===== config.mk =====
export PLATFORM = sky130hd
export DESIGN_NAME = calc_result_display_flat
export DESIGN_NICKNAME = d
export VERILOG_FILES = /design/src/rtl/calc_result_display_if.sv /design/src/rtl/calc_result_display.sv /design/src/flat_wrapper.sv
export SDC_FILE = /design/constraint.sdc
export NUM_CORES = 1
export LEC_CHECK = 0
export CORE_MARGIN = 4
export CORE_UTILIZATION = 35
export CTS_CLUSTER_DIAMETER = 50
export DETAILED_ROUTE_END_ITERATION = 10
export MAX_ROUTING_LAYER = met4
export PLACE_DENSITY = 0.52
export SLEW_MARGIN = 40
export SYNTH_ARGS = -nofsm -noshare
export SYNTH_HDL_FRONTEND = slang
export SYNTH_SLANG_ARGS = --single-unit
export TNS_END_PERCENT = 5

===== constraint.sdc =====
create_clock -name clk_clk -period 3.55 [get_ports clk_clk]
set_input_delay 0.8875 -clock clk_clk [delete_from_list [all_inputs] [get_ports clk_clk]]
set_output_delay 0.8875 -clock clk_clk [all_outputs]
set_load 0.05 [all_outputs]

===== src/rtl/calc_result_display_if.sv =====
// Result bus and seven-segment display signals between the calculator core and the display stage.
interface calc_result_display_if;
    logic [7:0] result_in;
    logic [6:0] hex0;
    logic [6:0] hex1;
    logic [6:0] hex2;
    logic [6:0] hex3;
    logic       busy;
    logic       done;

    modport master (output result_in, input hex0, hex1, hex2, hex3, busy, done);
    modport slave  (input result_in, output hex0, hex1, hex2, hex3, busy, done);
endinterface


===== src/rtl/calc_result_display.sv =====
// Glitch-filtered binary-to-BCD (double-dabble, 1 bit/clock) seven-segment display with leading-zero blanking.
// Define CALC_SIGNED_DISPLAY_EN to treat result_in as two's complement and show a minus sign on hex3.
module calc_result_display #(
    parameter int unsigned STABLE_CYCLES  = 4,
    parameter bit          SEG_ACTIVE_LOW = 1'b1
) (
    input  logic                 clk_clk,
    input  logic                 reset_reset,
    calc_result_display_if.slave bus
);
    typedef enum logic [1:0] {IDLE, SETTLE, CONVERT, UPDATE} state_t;

    localparam logic [4:0] STABLE_LIM = 5'(STABLE_CYCLES);
    localparam logic [6:0] POL        = SEG_ACTIVE_LOW ? 7'h00 : 7'h7F;
    localparam logic [6:0] SEG_BLANK  = 7'h7F ^ POL;

    function automatic logic [6:0] seg7(input logic [3:0] d);
        logic [6:0] s;
        case (d)
            4'd0:    s = 7'h40;
            4'd1:    s = 7'h79;
            4'd2:    s = 7'h24;
            4'd3:    s = 7'h30;
            4'd4:    s = 7'h19;
            4'd5:    s = 7'h12;
            4'd6:    s = 7'h02;
            4'd7:    s = 7'h78;
            4'd8:    s = 7'h00;
            4'd9:    s = 7'h10;
            default: s = 7'h7F;
        endcase
        return s ^ POL;
    endfunction

    state_t      state;
    state_t      state_next;
    logic [7:0]  sample_q;
    logic [7:0]  shown_q;
    logic [3:0]  cnt;
    logic        rearm;
    logic [2:0]  bit_cnt;
    logic [19:0] shreg;
    logic [19:0] shreg_adj;
    logic [6:0]  hex0_q;
    logic [6:0]  hex1_q;
    logic [6:0]  hex2_q;
    logic        done_q;
    logic        stable;
    logic        count_hit;
    logic        start;
    logic [4:0]  cnt_inc;
    logic [7:0]  magnitude;
    logic [3:0]  hund;
    logic [3:0]  tens;
    logic [3:0]  units;

    assign stable    = (bus.result_in == sample_q);
    assign cnt_inc   = {1'b0, cnt} + 5'd1;
    assign count_hit = (cnt_inc >= STABLE_LIM);
    assign start     = ((state == IDLE) || (state == SETTLE)) && !rearm && stable
                       && count_hit && (sample_q != shown_q);

    assign hund  = shreg[19:16];
    assign tens  = shreg[15:12];
    assign units = shreg[11:8];

`ifdef CALC_SIGNED_DISPLAY_EN
    localparam logic [6:0] SEG_MINUS = 7'h3F ^ POL;
    logic [6:0] hex3_q;
    logic       neg_q;

    assign magnitude = sample_q[7] ? (~sample_q + 8'd1) : sample_q;
    assign bus.hex3  = hex3_q;

    always_ff @(posedge clk_clk) begin
        if (reset_reset) begin
            neg_q  <= 1'b0;
            hex3_q <= SEG_BLANK;
        end else if (start) begin
            neg_q <= sample_q[7];
        end else if (state == UPDATE) begin
            hex3_q <= neg_q ? SEG_MINUS : SEG_BLANK;
        end
    end
`else
    assign magnitude = sample_q;
    assign bus.hex3  = SEG_BLANK;
`endif

    always_ff @(posedge clk_clk) begin
        if (reset_reset) state <= IDLE;
        else             state <= state_next;
    end

    always_comb begin
        state_next = state;
        case (state)
            IDLE, SETTLE: begin
                if (!stable)        state_next = SETTLE;
                else if (start)     state_next = CONVERT;
                else if (count_hit) state_next = IDLE;
            end
            CONVERT: if (bit_cnt == 3'd7) state_next = UPDATE;
            UPDATE:  state_next = IDLE;
            default: state_next = IDLE;
        endcase
    end

    always_comb begin
        bus.busy = (state == CONVERT) || (state == UPDATE);
    end

    always_comb begin
        shreg_adj = shreg;
        for (int unsigned i = 0; i < 3; i++) begin
            if (shreg[8 + 4*i +: 4] >= 4'd5) shreg_adj[8 + 4*i +: 4] = shreg[8 + 4*i +: 4] + 4'd3;
        end
    end

    // rearm makes the first IDLE edge after UPDATE behave like a fresh first
    // sample, so the filter window restarts cleanly after every conversion.
    always_ff @(posedge clk_clk) begin
        if (reset_reset) begin
            sample_q <= '0;
            shown_q  <= '0;
            cnt      <= '0;
            rearm    <= 1'b0;
            bit_cnt  <= '0;
            shreg    <= '0;
            hex0_q   <= seg7(4'd0);
            hex1_q   <= SEG_BLANK;
            hex2_q   <= SEG_BLANK;
            done_q   <= 1'b0;
        end else begin
            sample_q <= bus.result_in;
            done_q   <= 1'b0;
            case (state)
                IDLE, SETTLE: begin
                    rearm <= 1'b0;
                    if (rearm || !stable) cnt <= '0;
                    else if (!count_hit)  cnt <= cnt + 4'd1;
                    if (start) begin
                        shown_q <= sample_q;
                        shreg   <= {12'h000, magnitude};
                        bit_cnt <= '0;
                    end
                end
                CONVERT: begin
                    cnt     <= '0;
                    shreg   <= shreg_adj << 1;
                    bit_cnt <= bit_cnt + 3'd1;
                end
                UPDATE: begin
                    cnt    <= '0;
                    rearm  <= 1'b1;
                    done_q <= 1'b1;
                    hex0_q <= seg7(units);
                    hex1_q <= ((hund == 4'd0) && (tens == 4'd0)) ? SEG_BLANK : seg7(tens);
                    hex2_q <= (hund == 4'd0) ? SEG_BLANK : seg7(hund);
                end
                default: cnt <= '0;
            endcase
        end
    end

    assign bus.hex0 = hex0_q;
    assign bus.hex1 = hex1_q;
    assign bus.hex2 = hex2_q;
    assign bus.done = done_q;
endmodule

===== src/flat_wrapper.sv =====
// flat-port wrapper written by rule: the top's interface ports become plain ports
module calc_result_display_flat 
#(
    parameter int unsigned STABLE_CYCLES  = 4,
    parameter bit          SEG_ACTIVE_LOW = 1'b1
)
  (clk_clk, reset_reset, bus_result_in, bus_hex0, bus_hex1, bus_hex2, bus_hex3, bus_busy, bus_done);
  calc_result_display_if bus_i ();
  input  logic clk_clk;
  input  logic reset_reset;
  input wire logic [$bits(bus_i.result_in)-1:0] bus_result_in;
  output wire logic [$bits(bus_i.hex0)-1:0] bus_hex0;
  output wire logic [$bits(bus_i.hex1)-1:0] bus_hex1;
  output wire logic [$bits(bus_i.hex2)-1:0] bus_hex2;
  output wire logic [$bits(bus_i.hex3)-1:0] bus_hex3;
  output wire logic [$bits(bus_i.busy)-1:0] bus_busy;
  output wire logic [$bits(bus_i.done)-1:0] bus_done;
  assign bus_i.result_in = bus_result_in;
  assign bus_hex0 = bus_i.hex0;
  assign bus_hex1 = bus_i.hex1;
  assign bus_hex2 = bus_i.hex2;
  assign bus_hex3 = bus_i.hex3;
  assign bus_busy = bus_i.busy;
  assign bus_done = bus_i.done;
  calc_result_display #(.STABLE_CYCLES(STABLE_CYCLES), .SEG_ACTIVE_LOW(SEG_ACTIVE_LOW)) u_core (.clk_clk(clk_clk), .reset_reset(reset_reset), .bus(bus_i));
endmodule

==> results.toml, run 1 <==
[sta]
final.period_utilization_pct = 91.1
slew_violations = 0
timing.fmax_ghz = 0.309
skew_ns = 0.00802
setup_violations = 0
rsz0062_at_grt = "false"
finalHoldViolations = 0
fin_tns_setup_ns = 0
fin_crit_ns = 3.23
worst_pin_slew_ns = 0.614
slew_headroom_pct = 59.0

[logic_synthesis]
synth_area_per_cell_um2 = 8.82
synthTopCellsByCount = "dfxtp_1, nand2_1, a21oi_1, nor2_1, ha_1"
synth-seq-cells = 82
ys_seq_area_share_pct = 42.6
synth_most_common_cell = "dfxtp_1"
ys.warnings.count = 0
synth_flop_cell = "dfxtp_1"
synth_cell_types = 50
synth_top_area_share_pct = 42.6
syn_area_um2 = 3850
synth_area_leaders = "dfxtp_1, ha_1, nand2_1"
synth_area_leader_cell = "dfxtp_1"
synth_edf_count = 0
synth-async-reset-ratio_pct = 0
synthCells = 437

[die]
fp.dieArea_um2 = 12700
start_util_pct = 35.7
rows = 38
dieWidth_um = 113
die_h_um = 113
ios = 40
design.core.area_um2 = 10800

[clock_network]
holdBufCountCts = 0
post_cts_buffers = 0
path_clk_slew_ns = 0.07
h-tree-depth = 3
cts_root_buf = "clkbuf_8"
tritoncts = "yes"
worstSkewPairLatency_ns = 0.35
numCtsBuffers = 9
ctsResizeCount = 0
clockBufferDepth = 2
clkSinkCount = 82

[setup_path]
setup.reg_to_reg.worst_slack_ns = 0.86
timing.rr.start = "u_core.cnt[0]"
critical_path_class = "in -> reg"
cp_cell_sequence = "clkdlybuf4s50_1, xnor2_1, nand4_1, or4_4, or4_1, and3_4, mux2_4, a21oi_1"
worst-endpoint-required_ns = 3.83
crit_slowest_cell = "or4_1"
reg2reg_depth = 11
startpoint_type = "input pin"
critPathCaptureType = "flip-flop"
crit_start = "bus_result_in[2]"
worst_path_largest_cell_delay_ns = 0.69
arrival_ns = 3.51
cp_max_fo = 11

[global_route]
grt_overflow = 0
grt_max_degree = 43
grt_use_total_pct = 13.4
grt_pass1_vias = 2840
antenna_found_initial = 0
grt_pass1_wl_mm = 13.6

[pwr]
p_leak_nw = 1.79
irDropWorstVdd_uv = 262
p_per_area_nw_per_um2 = 353

[detailed_routing]
wl_mm = 7.79
first_pass_iters = 4
wl_per_cell_um = 12.6
drc_errors = 0
drt_iter0_markers = 134
postRouteAntennaNets = 0
viasPerCell = 4.78
num_vias = 2958

[worst_hold_path]
hp-start = "u_core.cnt[3]"
hp-class = "reg -> reg"

[final_layout]
diodes = 0
fin_nets = 509
fillers = 1066
final_util_pct = 42.0
drive_above_1_share_pct = 9.81
synthToLayoutAreaGrowth_pct = 17.7
final_area_um2 = 4530

[place]
gp_congestion = 0.803
portBuffers = 32
dpl-instance-area_um2 = 4360
dp.final_hpwl_mm = 5.51

[run_status]
status = "complete, no violations"

[run]
max-cap-violations = 0
==> power breakdown <==
part           internal (mW)  switching (mW)  total [mW]
Clock                  0.272           0.334       0.607
Combinational         0.0232          0.0393      0.0626
Sequential             0.924         0.00809       0.932
Total                   1.22           0.382        1.60
==> routing by layer <==
layer	track usage (%)	part of all wire, %	vias to the layer above
met5	-	0	-
met4	4.81	1.3	0
met3	3.21	2.9	9
met2	20.3	45	37
met1	17.5	51	1351
li1	-	-	1561
==> cells by family after synthesis <==
family | Yosys count | synth area share, %
XOR/XNOR | 22 | 5.00
adder cells (fa/ha/maj) | 25 | 8.12
multiplexers | 18 | 4.87
buffers and inverters | 54 | 6.17
flip-flops | 82 | 42.6
AO/OA/AOI/OAI | 96 | 16.1
AND/OR/NAND/NOR | 139 | 17.0
other | 1 | 0.0973
==> cells in the final DEF, fill, tap and decap left out, types with 6 or more instances in the layout <==
| cell type | synthesis | routed |
|---|---|---|
| inv_1 | 23 | 23 |
| dfxtp_1 | 82 | 82 |
| a311oi_1 | 8 | 8 |
| ha_1 | 25 | 25 |
| nor2b_1 | 10 | 10 |
| o21ai_0 | 11 | 11 |
| clkbuf_8 | 0 | 10 |
| nand2_1 | 54 | 54 |
| mux2i_1 | 15 | 15 |
| buf_4 | 7 | 18 |
| o22ai_1 | 16 | 16 |
| clkdlybuf4s50_1 | 0 | 31 |
| nor2_1 | 38 | 38 |
| conb_1 | 1 | 7 |
| nor3_1 | 6 | 6 |
| a21oi_1 | 38 | 38 |
| nand2b_1 | 11 | 11 |
| xnor2_1 | 20 | 20 |
==> stage by stage <==
step           hold WS [ns]  total power [mW]  std cells  worst slack (ns)
2_1_floorplan         0.408              1.00        443             0.529
3_5_place_dp          0.417              1.02        603           -0.0755
3_3_place_gp          0.416              1.02        603           -0.0271
4_1_cts               0.429              1.63        619             0.308
5_1_grt               0.447              1.68        619             0.155
6_report              0.428              1.60        619             0.317
==> layout make-up <==
type	count	area, µm²	share of cell area [%]
Clock inverter	4	27.5	0.607
Sequential cell	82	1640	36.2
Multi-Input combinational cell	307	2000	44.2
Clock buffer	12	145	3.20
Inverter	24	90.1	1.99
Tap cell	140	175	3.86
Timing Repair Buffer	50	450	9.94
==> worst max-delay path, delay by kind of cell <==
kind	cells	cell delay (ns)
compound gates	1	0.14
xor+xnor	1	0.12
buf+inv	1	0.50
mux	1	0.30
simple gates	4	1.58
==> how the worst min path moves through the flow <==
| stage | to | slack [ns] | cells after the start |
|---|---|---|---|
| 2_1_floorplan | u_core.cnt[3] | 0.41 | 2 |
| 3_3_place_gp | u_core.cnt[3] | 0.42 | 2 |
| 3_5_place_dp | u_core.cnt[3] | 0.42 | 2 |
| 4_1_cts | u_core.cnt[3] | 0.43 | 2 |
| 5_1_grt | u_core.cnt[3] | 0.45 | 2 |
| 6_report | u_core.cnt[3] | 0.43 | 2 |
Power figures use the tool's default switching activity.
==> inputs of run 2 (changes only) <==
--- a/config.mk
+++ b/config.mk
@@ -5,7 +5,7 @@
 export SDC_FILE = /design/constraint.sdc
 export NUM_CORES = 1
 export LEC_CHECK = 0
-export CORE_MARGIN = 4
+export ABC_CLOCK_PERIOD_IN_PS = 3550
 export CORE_UTILIZATION = 35
 export CTS_CLUSTER_DIAMETER = 50
 export DETAILED_ROUTE_END_ITERATION = 10
==> results.toml, run 2 (synthesized netlist as in run 1, its figures left out) <==
[run_status]
status = "complete, no violations"

[sta]
slew_violations = 0
fin_crit_ns = 3.26
slew_headroom_pct = 59.2
setup_violations = 0
worst_pin_slew_ns = 0.609
finalHoldViolations = 0
timing.fmax_ghz = 0.307
skew_ns = 0.00915
final.period_utilization_pct = 91.9
rsz0062_at_grt = "false"
whs_ns = 0.436

[clock_network]
tritoncts = "yes"
post_cts_buffers = 0
path_clk_slew_ns = 0.08
cts_root_buf = "clkbuf_8"
holdBufCountCts = 0
clkSinkCount = 82
h-tree-depth = 3
numCtsBuffers = 9
ctsResizeCount = 0
clockBufferDepth = 2
worstSkewPairLatency_ns = 0.37

[global_route]
grt.busiest_layer = "met2"
grt_pass1_vias = 2898
antenna_found_initial = 0
grt_use_met2_pct = 24.9
met1_usage_pct = 19.8
grt_max_degree = 31
grt_use_total_pct = 15.9
grt_pass1_wl_mm = 13.9
use_met3_pct = 3.65
grt_overflow = 0

[die]
fp.dieArea_um2 = 11400
die_h_um = 107
ios = 40
rows = 37
dieWidth_um = 107
start_util_pct = 36.7
design.core.area_um2 = 10500

[pwr]
p_leak_nw = 1.84
irDropWorstVdd_uv = 166
p_per_area_nw_per_um2 = 380

[setup_path]
worst-endpoint-required_ns = 3.84
critical_path_class = "in -> reg"
critPathCaptureType = "flip-flop"
reg2reg_depth = 11
arrival_ns = 3.55
timing.rr.start = "u_core.cnt[0]"
cp_max_fo = 11
startpoint_type = "input pin"
setup.reg_to_reg.worst_slack_ns = 0.86
crit_start = "bus_result_in[6]"

[final_layout]
final_cell_mix = "dfxtp_1, nand2_1, nor2_1, a21oi_1, clkdlybuf4s50_1"
diodes = 0
final_area_um2 = 4590
layout_commonest_cell = "dfxtp_1"
drive_above_1_share_pct = 10.4
fin_nets = 511
synthToLayoutAreaGrowth_pct = 19.1

[detailed_routing]
num_vias = 3026
viasPerCell = 4.90
drt_iter0_markers = 128
postRouteAntennaNets = 0
drc_errors = 0
wl_mm = 7.98
first_pass_iters = 4
wl_per_cell_um = 12.9

[worst_hold_path]
hp-class = "reg -> reg"

[run]
max-cap-violations = 0

[place]
dp.final_hpwl_mm = 5.47
dpl-instance-area_um2 = 4370
gp_congestion = 0.728
portBuffers = 32
-- run 2: per-layer routing --
| metal | vias up | share of wire (%) |
|---|---|---|
| met3 | 7 | 3.4 |
| met2 | 49 | 45 |
| met1 | 1403 | 50 |
| met4 | 0 | 1.2 |
| li1 | 1567 | - |
| met5 | - | 0 |
-- run 2: layout make-up --
cell class | instances | area (µm²)
clock buffers | 10 | 128
clock inverters | 6 | 91.3
multi-input cells | 307 | 2000
repair buffers | 52 | 465
flip-flops and latches | 82 | 1640
fillers | 1046 | 5920
inverters | 24 | 90.1
well taps | 136 | 170
-- run 2: worst min path at each step --
stage	startpoint	end	slack (ns)	cells after the start
6_report	u_core.cnt[3]	u_core.cnt[3]	0.44	2
5_1_grt	u_core.cnt[3]	u_core.cnt[3]	0.46	2
4_1_cts	u_core.cnt[3]	u_core.cnt[3]	0.43	2
3_5_place_dp	u_core.cnt[3]	u_core.cnt[3]	0.42	2
3_3_place_gp	u_core.cnt[3]	u_core.cnt[3]	0.42	2
2_1_floorplan	u_core.cnt[3]	u_core.cnt[3]	0.41	2
-- run 2: metrics by stage --
step	std cells	utilization [%]	power [mW]	setup WS [ns]	TNS (ns)
final	617	43.7	1.74	0.288	0
after global routing	617	43.7	1.82	0.151	0
after CTS	617	43.7	1.77	0.267	0
after detailed placement	601	41.6	1.02	-0.0756	-0.237
after global placement	601	41.5	1.02	-0.0102	-0.0270
after floorplan	443	-	1.00	0.529	0
-- run 2: critical path, cell delays in order --
cell and delay (ns):
clkdlybuf4s50_1 0.49, xnor2_1 0.12, nand3_1 0.09, or4_4 0.51
or4_1 0.68, and3_4 0.29, mux2_4 0.31, a21oi_1 0.17
-- run 2: report_power, final --
group | internal [mW] | switching (mW)
clock | 0.399 | 0.349
sequential | 0.924 | 0.00820
combinational | 0.0240 | 0.0399
